<file path="src/rtl/multicycle_ctrl_p.sv">
// -----------------------------------------------------------------------------
// multicycle_ctrl_p
//
// Control unit for a classic multicycle datapath. A 4-bit state register walks
// every instruction through FETCH -> DECODE -> execute -> write-back and drives
// the datapath strobes and mux selects as combinational functions of the
// current state and the instruction register.
//
// Parameters
//   INSTR_W      instruction width
//   ALUOP_W      ALU op / subcode width; opcode is the top ALUOP_W+2 bits of
//                the instruction, its top 2 bits are the class
//   MEM_TIMEOUT  maximum wait cycles per memory access (>= 2)
//   CNT_W        retired-instruction counter width
//
// Ports
//   clk            rising-edge clock
//   reset          asynchronous, active-low reset
//   instr_in       instruction register contents, stable from DECODE onward
//   mem_ready      memory completes the current access this cycle
//   stall          freeze request: state and wait counter hold, write strobes
//                  and status pulses are suppressed
//   PCWrite .. RegDst    1-bit datapath strobes / selects
//   PCSource, ALUSrcB    2-bit mux selects
//   ALUOp          ALU operation
//   state          current state code
//   halted         level, high while in HALT
//   illegal        1-cycle pulse on an undefined class-11 opcode
//   bus_err        1-cycle pulse when a memory access times out
//   retire         1-cycle pulse when an instruction completes
//   instr_count    retired instructions, wraps to 0
//
// Status pulses are combinational: they are high during the last cycle of the
// state that makes the corresponding transition, i.e. in the cycle whose
// rising edge carries the controller back to FETCH. instr_count is updated on
// that same edge.
// -----------------------------------------------------------------------------
module multicycle_ctrl_p #(
    parameter int INSTR_W     = 32,
    parameter int ALUOP_W     = 4,
    parameter int MEM_TIMEOUT = 16,
    parameter int CNT_W       = 32
) (
    input  logic               clk,
    input  logic               reset,
    input  logic [INSTR_W-1:0] instr_in,
    input  logic               mem_ready,
    input  logic               stall,
    output logic               PCWrite,
    output logic               PCWriteCond,
    output logic               IorD,
    output logic               MemRead,
    output logic               MemWrite,
    output logic               IRWrite,
    output logic               MemtoReg,
    output logic               ALUSrcA,
    output logic               RegWrite,
    output logic               RegDst,
    output logic [1:0]         PCSource,
    output logic [1:0]         ALUSrcB,
    output logic [ALUOP_W-1:0] ALUOp,
    output logic [3:0]         state,
    output logic               halted,
    output logic               illegal,
    output logic               bus_err,
    output logic               retire,
    output logic [CNT_W-1:0]   instr_count
);

    // -------------------------------------------------------------------------
    // State encoding (codes 12..14 are unused and recover to FETCH)
    // -------------------------------------------------------------------------
    typedef enum logic [3:0] {
        S_FETCH    = 4'd0,
        S_DECODE   = 4'd1,
        S_MEM_ADDR = 4'd2,
        S_I_EXEC   = 4'd3,
        S_R_EXEC   = 4'd4,
        S_BRANCH   = 4'd5,
        S_JUMP     = 4'd6,
        S_MEM_RD   = 4'd7,
        S_MEM_WR   = 4'd8,
        S_ALU_WB   = 4'd9,
        S_MEM_WB   = 4'd10,
        S_HALT     = 4'd11,
        S_IDLE     = 4'd15
    } state_e;

    localparam int OPW    = ALUOP_W + 2;
    localparam int WAIT_W = (MEM_TIMEOUT > 2) ? $clog2(MEM_TIMEOUT) : 1;

    // Value of the wait counter during the last permitted waiting cycle.
    localparam logic [WAIT_W-1:0] WAIT_LAST = WAIT_W'(MEM_TIMEOUT - 1);

    // Class-11 subcodes with the MSB set select the extended group.
    localparam logic [ALUOP_W-1:0] SUB_EXT  = ALUOP_W'(1) << (ALUOP_W - 1);
    localparam logic [ALUOP_W-1:0] SUB_LI   = SUB_EXT | ALUOP_W'(1);
    localparam logic [ALUOP_W-1:0] SUB_LUI  = SUB_EXT | ALUOP_W'(2);
    localparam logic [ALUOP_W-1:0] SUB_LD_A = SUB_EXT | ALUOP_W'(3);
    localparam logic [ALUOP_W-1:0] SUB_ST_A = SUB_EXT | ALUOP_W'(4);
    localparam logic [ALUOP_W-1:0] SUB_LD_B = SUB_EXT | ALUOP_W'(5);
    localparam logic [ALUOP_W-1:0] SUB_ST_B = SUB_EXT | ALUOP_W'(6);
    localparam logic [ALUOP_W-1:0] SUB_ONES = '1;

    // -------------------------------------------------------------------------
    // Registers
    // -------------------------------------------------------------------------
    state_e             state_q,       state_d;
    logic [WAIT_W-1:0]  wait_cnt_q,    wait_cnt_d;
    logic [CNT_W-1:0]   instr_count_q, instr_count_d;

    // -------------------------------------------------------------------------
    // Instruction field extraction
    // -------------------------------------------------------------------------
    logic [OPW-1:0]     opcode;
    logic [1:0]         op_class;
    logic [ALUOP_W-1:0] subcode;
    logic               unused_instr_bits;

    assign opcode   = instr_in[INSTR_W-1 -: OPW];
    assign op_class = opcode[OPW-1 -: 2];
    assign subcode  = opcode[ALUOP_W-1:0];

    // Operand fields below the opcode belong to the datapath, not to control.
    assign unused_instr_bits = ^instr_in[INSTR_W-OPW-1:0];

    // -------------------------------------------------------------------------
    // Opcode decode: target state leaving DECODE plus NOP / illegal flags
    // -------------------------------------------------------------------------
    state_e dec_next;
    logic   dec_nop;
    logic   dec_illegal;
    logic   is_store;

    always_comb begin
        dec_next    = S_FETCH;
        dec_nop     = 1'b0;
        dec_illegal = 1'b0;

        if (opcode == '0) begin
            dec_nop = 1'b1;
        end else begin
            case (op_class)
                2'b00:   dec_next = (subcode == SUB_ONES) ? S_HALT : S_JUMP;
                2'b01:   dec_next = S_R_EXEC;
                2'b10:   dec_next = S_BRANCH;
                default: begin
                    if (!subcode[ALUOP_W-1]) begin
                        dec_next = S_I_EXEC;
                    end else begin
                        case (subcode)
                            SUB_LI, SUB_LUI:     dec_next = S_I_EXEC;
                            SUB_LD_A, SUB_LD_B,
                            SUB_ST_A, SUB_ST_B:  dec_next = S_MEM_ADDR;
                            default:             dec_illegal = 1'b1;
                        endcase
                    end
                end
            endcase
        end
    end

    // instr_in is stable from DECODE onward, so MEM_ADDR re-decodes the
    // load/store direction instead of carrying it in a flop.
    assign is_store = (subcode == SUB_ST_A) || (subcode == SUB_ST_B);

    // -------------------------------------------------------------------------
    // Next-state and output logic
    // -------------------------------------------------------------------------
    logic wait_expired;

    assign wait_expired = (wait_cnt_q == WAIT_LAST);

    always_comb begin
        // NOTE: every variable written here gets a default before the case, so
        // no path leaves one unassigned and no latch is inferred.
        state_d     = state_q;
        wait_cnt_d  = '0;          // any cycle that is not a waiting cycle clears it
        PCWrite     = 1'b0;
        PCWriteCond = 1'b0;
        IorD        = 1'b0;
        MemRead     = 1'b0;
        MemWrite    = 1'b0;
        IRWrite     = 1'b0;
        MemtoReg    = 1'b0;
        ALUSrcA     = 1'b0;
        RegWrite    = 1'b0;
        RegDst      = 1'b0;
        PCSource    = 2'b00;
        ALUSrcB     = 2'b00;
        ALUOp       = '0;
        halted      = 1'b0;
        illegal     = 1'b0;
        bus_err     = 1'b0;
        retire      = 1'b0;

        case (state_q)
            S_IDLE: begin
                state_d = S_FETCH;
            end

            S_FETCH: begin
                MemRead = 1'b1;
                ALUSrcB = 2'b01;   // PC + 4
                if (mem_ready) begin
                    IRWrite = 1'b1;
                    PCWrite = 1'b1;
                    state_d = S_DECODE;
                end else if (wait_expired) begin
                    bus_err = 1'b1;
                    state_d = S_FETCH;   // re-entry restarts the wait count
                end else begin
                    wait_cnt_d = wait_cnt_q + WAIT_W'(1);
                end
            end

            S_DECODE: begin
                ALUSrcB = 2'b11;   // branch target precompute
                state_d = dec_next;
                illegal = dec_illegal;
                retire  = dec_nop;
            end

            S_MEM_ADDR: begin
                ALUSrcA = 1'b1;
                ALUSrcB = 2'b10;
                state_d = is_store ? S_MEM_WR : S_MEM_RD;
            end

            S_I_EXEC: begin
                ALUSrcA = 1'b1;
                ALUSrcB = 2'b10;
                ALUOp   = subcode;
                state_d = S_ALU_WB;
            end

            S_R_EXEC: begin
                ALUSrcA = 1'b1;
                ALUSrcB = 2'b00;
                ALUOp   = subcode;
                state_d = S_ALU_WB;
            end

            S_BRANCH: begin
                ALUSrcA     = 1'b1;
                ALUSrcB     = 2'b00;
                ALUOp       = subcode;
                PCWriteCond = 1'b1;
                PCSource    = 2'b01;
                retire      = 1'b1;
                state_d     = S_FETCH;
            end

            S_JUMP: begin
                PCWrite  = 1'b1;
                PCSource = 2'b10;
                retire   = 1'b1;
                state_d  = S_FETCH;
            end

            S_MEM_RD: begin
                IorD    = 1'b1;
                MemRead = 1'b1;
                if (mem_ready) begin
                    state_d = S_MEM_WB;
                end else if (wait_expired) begin
                    bus_err = 1'b1;
                    state_d = S_FETCH;
                end else begin
                    wait_cnt_d = wait_cnt_q + WAIT_W'(1);
                end
            end

            S_MEM_WR: begin
                IorD     = 1'b1;
                MemWrite = 1'b1;
                if (mem_ready) begin
                    retire  = 1'b1;
                    state_d = S_FETCH;
                end else if (wait_expired) begin
                    // An abandoned store must not look like a write to memory.
                    MemWrite = 1'b0;
                    bus_err  = 1'b1;
                    state_d  = S_FETCH;
                end else begin
                    wait_cnt_d = wait_cnt_q + WAIT_W'(1);
                end
            end

            S_ALU_WB: begin
                RegWrite = 1'b1;
                MemtoReg = 1'b0;
                RegDst   = (op_class == 2'b01);   // R-type writes rd
                retire   = 1'b1;
                state_d  = S_FETCH;
            end

            S_MEM_WB: begin
                RegWrite = 1'b1;
                MemtoReg = 1'b1;
                RegDst   = 1'b0;
                retire   = 1'b1;
                state_d  = S_FETCH;
            end

            S_HALT: begin
                halted = 1'b1;   // only reset leaves HALT
            end

            default: begin
                state_d = S_FETCH;
            end
        endcase

        // Stall freezes progress: mem_ready is ignored, nothing is written and
        // no status pulse fires; read-side selects keep their values.
        if (stall) begin
            state_d     = state_q;
            wait_cnt_d  = wait_cnt_q;
            PCWrite     = 1'b0;
            PCWriteCond = 1'b0;
            IRWrite     = 1'b0;
            MemWrite    = 1'b0;
            RegWrite    = 1'b0;
            illegal     = 1'b0;
            bus_err     = 1'b0;
            retire      = 1'b0;
        end

        instr_count_d = instr_count_q + CNT_W'(retire);
    end

    // -------------------------------------------------------------------------
    // State registers
    // -------------------------------------------------------------------------
    always_ff @(posedge clk or negedge reset) begin
        if (!reset) begin
            state_q       <= S_IDLE;
            wait_cnt_q    <= '0;
            instr_count_q <= '0;
        end else begin
            // NOTE: non-blocking assignments here so every flop samples the
            // pre-edge values, independent of statement order.
            state_q       <= state_d;
            wait_cnt_q    <= wait_cnt_d;
            instr_count_q <= instr_count_d;
        end
    end

    assign state       = state_q;
    assign instr_count = instr_count_q;

endmodule
</file>
<file path="config.mk">
export PLATFORM = sky130hd
export DESIGN_NAME = multicycle_ctrl_p
export DESIGN_NICKNAME = d
export VERILOG_FILES = /design/src/rtl/multicycle_ctrl_p.sv
export SDC_FILE = /design/constraint.sdc
export NUM_CORES = 1
export LEC_CHECK = 0
export CAP_MARGIN = 0
export CORE_ASPECT_RATIO = 1.1
export CORE_MARGIN = 5
export CORE_UTILIZATION = 44
export DETAILED_ROUTE_END_ITERATION = 10
export PLACE_DENSITY_LB_ADDON = 0.3
export SLEW_MARGIN = 10
export SYNTH_ARGS = -nofsm -noshare
export SYNTH_HDL_FRONTEND = slang
export SYNTH_SLANG_ARGS = --single-unit
</file>
<file path="constraint.sdc">
create_clock -name clk -period 3.15 [get_ports clk]
set_input_delay 0.4725 -clock clk [delete_from_list [all_inputs] [get_ports clk]]
set_output_delay 0.4725 -clock clk [all_outputs]
set_load 0.02 [all_outputs]
</file>
---- Yosys cells after proc, flatten, opt, wreduce, memory -nomap -nowiden ----
Cells that the tools add are included.
storage, ports and cells
  word-level logic and storage cells ...... 95
  flip-flop bits (word level) ............. 40
  output and inout bits ................... 58
operators by class
  eq/ne operators ......................... 21
  muxes and demuxes ....................... 49
  add/subtract/negate cells ............... 2
  bitwise operators ....................... 2
  reduce and logical (&&, ||, !) cells .... 18
operator list
  cell                                                 count
  equality test 4 bit, second input constant           12
  2-to-1 mux 4 bit                                     11
  adder 32 x 1 -> 32 bit                               1
  2-to-1 mux 1 bit                                     30
  one-hot mux 4 bit (7 select lines)                   1
  equality test 4 x 3 -> 1 bit, second input constant  4
  one-hot mux 4 bit (3 select lines)                   1
  OR reduction 2 bit                                   6
  OR reduction 4 bit                                   3
  OR reduction 3 bit                                   3
  equality test 4 x 2 -> 1 bit, second input constant  2
  one-hot mux 2 bit (2 select lines)                   2
  logical NOT 6 bit                                    1
  one-hot mux 2 bit (3 select lines)                   1
  OR reduction 6 bit                                   1
  adder 4 x 1 -> 4 bit, second input constant          1
  equality test 4 x 1 -> 1 bit, second input constant  1
  logical NOT 4 bit                                    1
  one-hot mux 1 bit (3 select lines)                   1
  equality test 2 x 1 -> 1 bit, second input constant  1
  equality test 2 bit, second input constant           1
  logical NOT 2 bit                                    1
  2-to-1 mux 2 bit                                     1
  NOT 1 bit                                            2
  other kinds (3)                                      3

---- Longest topological paths before layout ----
  word-level depth ........................ 8
  depth in mapped cells ................... 11
  depth with buffers taken out ............ 10

---- Least setup slack after synthesis ----
Ideal clock, no wire load.
  path kind ............................... reg2reg
  from .................................... register state_q[2] (netlist: state[2])
  to ...................................... register instr_count_q[16] (netlist: instr_count[16])
  setup time .............................. 0.129 ns
  cell stages (with the launch flop) ...... 12
  buffers on the path ..................... 1
  setup slack ............................. 0.192 ns
  data arrival time ....................... 2.829 ns
  cells stage by stage .................... dfstp_2 > clkbuf_1 > nor2_1 > o21ai_0 > nand4_1 > nor2_1 > ha_1 > ha_1 > nand4_1 > nor3_1 > nand4_1 > xnor2_1
on the way
  word-level cells in the longest chain between the ends .. 5
  elaborated cells on any way between the ends .. 10
  classes of those cells .................. add/sub: 1; eq/ne: 6; mux: 2; reduce/logical: 1
RTL lines
  item                                                                        line  source
  from (decl)                                                                 108   state_e state_q, state_d;
  from (signal assigned)                                                      344   state_q <= state_d;
  equality test 4 bit / equality test 4 x 3 -> 1 bit (equally long branches)  197   case (state_q)
  OR reduction 4 bit (no line)                                                --
  one-hot mux 1 bit (3 select lines) *                                        197
  2-to-1 mux 1 bit *                                                          317   if (stall) begin
  via retire                                                                  66    output logic retire,
  adder 32 x 1 -> 32 bit *                                                    330   instr_count_d = instr_count_q + CNT_W'(retire);
  via instr_count_d[16]                                                       110   logic [CNT_W-1:0] instr_count_q, instr_count_d;
  to (signal assigned)                                                        346   instr_count_q <= instr_count_d;
  to (decl)                                                                   110
Mark *: on every way through the listed nets, which the timed path passes. The rest lies on a longest branch.
A chain may end at the register's enable or synchronous reset.

---- Final worst setup path ----
  from .................................... input port instr_in[30]
  to ...................................... output port illegal
on the way
  word-level cells in the longest chain between the ends .. 6
  elaborated cells on any way between the ends .. 9
  classes of those cells .................. eq/ne: 2; mux: 4; reduce/logical: 3
RTL lines
  item                                                        line  source
  from (decl)                                                 46    input logic [INSTR_W-1:0] instr_in,
  equality test 2 x 1 -> 1 bit, or another cell as far along  143   case (op_class)
  OR reduction 3 bit (no line)                                --
  2-to-1 mux 1 bit                                            143
  2-to-1 mux 1 bit *                                          140   if (opcode == '0) begin
  2-to-1 mux 1 bit *                                          197
  2-to-1 mux 1 bit *                                          317
  to (decl)                                                   64    output logic illegal,
Every way passes the cells marked *; elsewhere a longest branch is shown, timed or not.

==> impl_metrics.py <==
metrics = {
    "pwr": {
        "p_comb_share_pct": 46.9,
        "pwr_density_cell_nw_per_um2": 620.7,
        "seqPwrFrac_pct": 36.3,
        "internal_power_mw": 1.224,
        "swShare_pct": 39.98,
        "irDropWorstVdd_mv": 0.4994,
        "p_leak_nw": 1.390,
        "p_clk_share_pct": 16.8,
        "net-switching-power_mw": 0.8157,
    },
    "timing": {
        "tightest_slew_ns": 0.8572,
        "hold_viol_final": 0,
        "maxClockFrequency_mhz": 336.5,
        "rsz0062_at_grt": "false",
        "fin_skew_ns": 0.003349,
        "slew_violations": 0,
        "setup_tns_ns": 0,
        "fin_crit_sh_pct": 94.34,
        "min_period_ns": 2.972,
        "slew_headroom_pct": 42.85,
        "finalSetupViolCount": 0,
        "finalWorstSetupSlack_ns": 0.1782,
    },
    "routing": {
        "vias": 2197,
        "drc": 0,
        "routedWlPerCell_um": 13.97,
        "drtIter0Drc": 100,
        "drtPass1Iterations": 4,
        "drt-vias-per-instance": 5.359,
        "final_antenna_net_count": 0,
        "wl_mm": 5.728,
    },
    "worst_hold_path": {
        "hp-class": "primary input to asynchronous set/reset pin",
    },
    "die": {
        "rows": 28,
        "io_pins": 94,
        "coreArea_um2": 5360,
        "fp.dieH_um": 87.74,
        "die_area_um2": 7078,
        "initial_core_util_pct": 45.10,
        "fp.dieW_um": 80.67,
    },
    "yosys": {
        "async_flop_share_pct": 100.0,
        "synth_area_per_cell_um2": 9.226,
        "yosys_most_used_dff": "dfrtp_1",
        "synthCells": 262,
        "seq_area_frac_synth_pct": 41.61,
        "yosysWarningCount": 0,
        "synth.distinct_cells": 48,
        "yosys.area.top_type": "dfrtp_1",
        "syn-num-nets": 306,
        "synth_edf_count": 0,
        "synth_area_leaders": "dfrtp_1 (37%), xnor2_1 (6.2%), xor2_1 (5.4%)",
        "synth_top_area_share_pct": 37.27,
        "synth_area_um2": 2417,
        "ys_ff_latch": 40,
    },
    "clock_network": {
        "post_cts_buffers": 0,
        "cts_hold_buf": 0,
        "worstSkewPairLatency_ns": 0.29,
        "cts_resized": 0,
        "tritoncts": "yes",
        "clk_pin_slew_ns": 0.07,
        "htreeDepth": 2,
        "clock-sinks": 40,
        "cts-root-buf": "clkbuf_8",
        "clock_path_buffers": 2,
        "cts_made_buffers": 5,
    },
    "grt": {
        "grt_max_degree": 41,
        "antenna_found_initial": 0,
        "gr-total-overflow": 0,
        "grt_pass1_vias": 2134,
        "grt_first_pass_wirelength_mm": 9.804,
        "grt.total_usage_pct": 17.55,
    },
    "worst_setup_path": {
        "critical_path_class": "primary input to output port",
        "crit_chain": "clkdlybuf4s50_1, inv_1, ha_1, a211o_1, nor4b_1, clkdlybuf4s50_1",
        "crit_path_frequent_cell": "clkdlybuf4s50_1",
        "critPathLaunchType": "primary input",
        "max_stage_delay_ns": 0.66,
        "cp.arrival_ns": 2.50,
        "reg2reg_depth": 9,
        "required_ns": 2.68,
        "r2r_slack_ns": 0.50,
        "endpoint_kind": "output port",
        "crit_slowest_cell": "clkdlybuf4s50_1",
        "worstPathMaxFanout": 4,
    },
    "final_layout": {
        "drive_gt1_share_pct": 8.060,
        "fin_util_pct": 61.32,
        "area_growth_pct": 35.97,
        "fin_nets": 378,
        "antenna_cells": 0,
        "layout_commonest_cell": "clkdlybuf4s50_1",
        "final_cell_mix": "clkdlybuf4s50_1 (66), dfrtp_1 (36), nand2_1 (22)",
    },
    "outcome": {
        "run_status": "completed",
    },
    "placed_design": {
        "dp_slack_ns": 0.1779,
        "port-buffer-count": 67,
        "post-dp-hpwl_mm": 4.285,
        "gp_congestion": 0.8338,
    },
    "job": {
        "maxCapViolations": 0,
    },
}
[through the flow]
| step | total power, mW | hold WS [ns] | area, µm² | cells |
|---|---|---|---|---|
| 3_5_place_dp | 1.714 | 0.4595 | 3197 | 402 |
| 4_1_cts | 2.065 | 0.3207 | 3287 | 410 |
| 2_1_floorplan | 1.310 | 0.1769 | 2417 | 262 |
| 3_3_place_gp | 1.701 | 0.4581 | 3197 | 402 |
| 6_report | 2.040 | 0.2946 | 3287 | 410 |
| 5_1_grt | 2.193 | 0.3665 | 3287 | 410 |
[path summary, 6_finish.rpt]
check / from / to
setup reg to reg: state[1]$_DFFE_PN1P_ / instr_count[25]$_DFF_PN0_
setup / recovery: instr_in[30] / illegal
hold reg to reg: instr_count[31]$_DFF_PN0_ / instr_count[31]$_DFF_PN0_
max in group asynchronous: reset / instr_count[5]$_DFF_PN0_
min in group clk: instr_count[31]$_DFF_PN0_ / instr_count[31]$_DFF_PN0_
hold / removal: reset / instr_count[12]$_DFF_PN0_
[metal layers]
metal  track usage [%]  up-vias  part of all wire [%]
li1                  -     1082                     -
met1             20.61     1054                    42
met4             5.223        0                  0.72
met5                 0        -                     0
met3             5.658        4                   5.8
met2             30.57       57                    51
[kinds of logic after synthesis]
| logic type | after synthesis | synth area share, % |
|---|---|---|
| flip-flops | 40 | 41.61 |
| XOR/XNOR | 32 | 11.59 |
| buffers and inverters | 24 | 4.141 |
| AND/OR/NAND/NOR | 119 | 27.49 |
| adder cells (fa/ha/maj) | 8 | 4.141 |
| multiplexers | 1 | 0.4141 |
| AO/OA/AOI/OAI | 38 | 10.61 |
[flip-flops by register name, summed over array words and instances, names as in the netlist]
| register | count |
|---|---|
| wait_cnt_q | 4 |
| state | 4 |
| instr_count | 32 |
[synth_stat cells, types with 3 or more instances]
library cell  count
ha_1              8
nor2_1           17
or2_2             4
a21oi_1           6
and3_1            5
nor4_1           13
inv_1            12
clkbuf_1          9
o21ai_0           8
nand2b_1          4
and4_1            3
nor3_1           13
xor2_1           15
nand3_1          13
dfrtp_1          36
and2_1            5
o211ai_1          5
dfstp_2           4
xnor2_1          17
nand4_1           9
a21o_1            3
nand2_1          22
[layout make-up]
cell class / instances / area (µm²)
Timing Repair Buffer: 77 / 740.7
Tap cell: 75 / 93.84
Inverter: 12 / 45.04
Clock buffer: 8 / 90.09
Fill cell: 454 / 2073
Sequential cell: 40 / 1006
Multi-Input combinational cell: 198 / 1311
[worst max-delay path, delay by kind of cell]
family | cells | cell delay, ns
fa+ha+maj | 1 | 0.21
compound gates | 1 | 0.28
simple gates | 1 | 0.28
buf+inv | 3 | 1.27
[power groups by stage]
stage	registers, mW	logic, mW	clock network (mW)
3_5_place_dp	0.749	0.965	0
3_3_place_gp	0.748	0.953	0
2_1_floorplan	0.714	0.595	0
6_report	0.740	0.957	0.343
5_1_grt	0.764	1.05	0.384
4_1_cts	0.740	0.969	0.356
No activity file was read; power rests on OpenSTA's default activity.
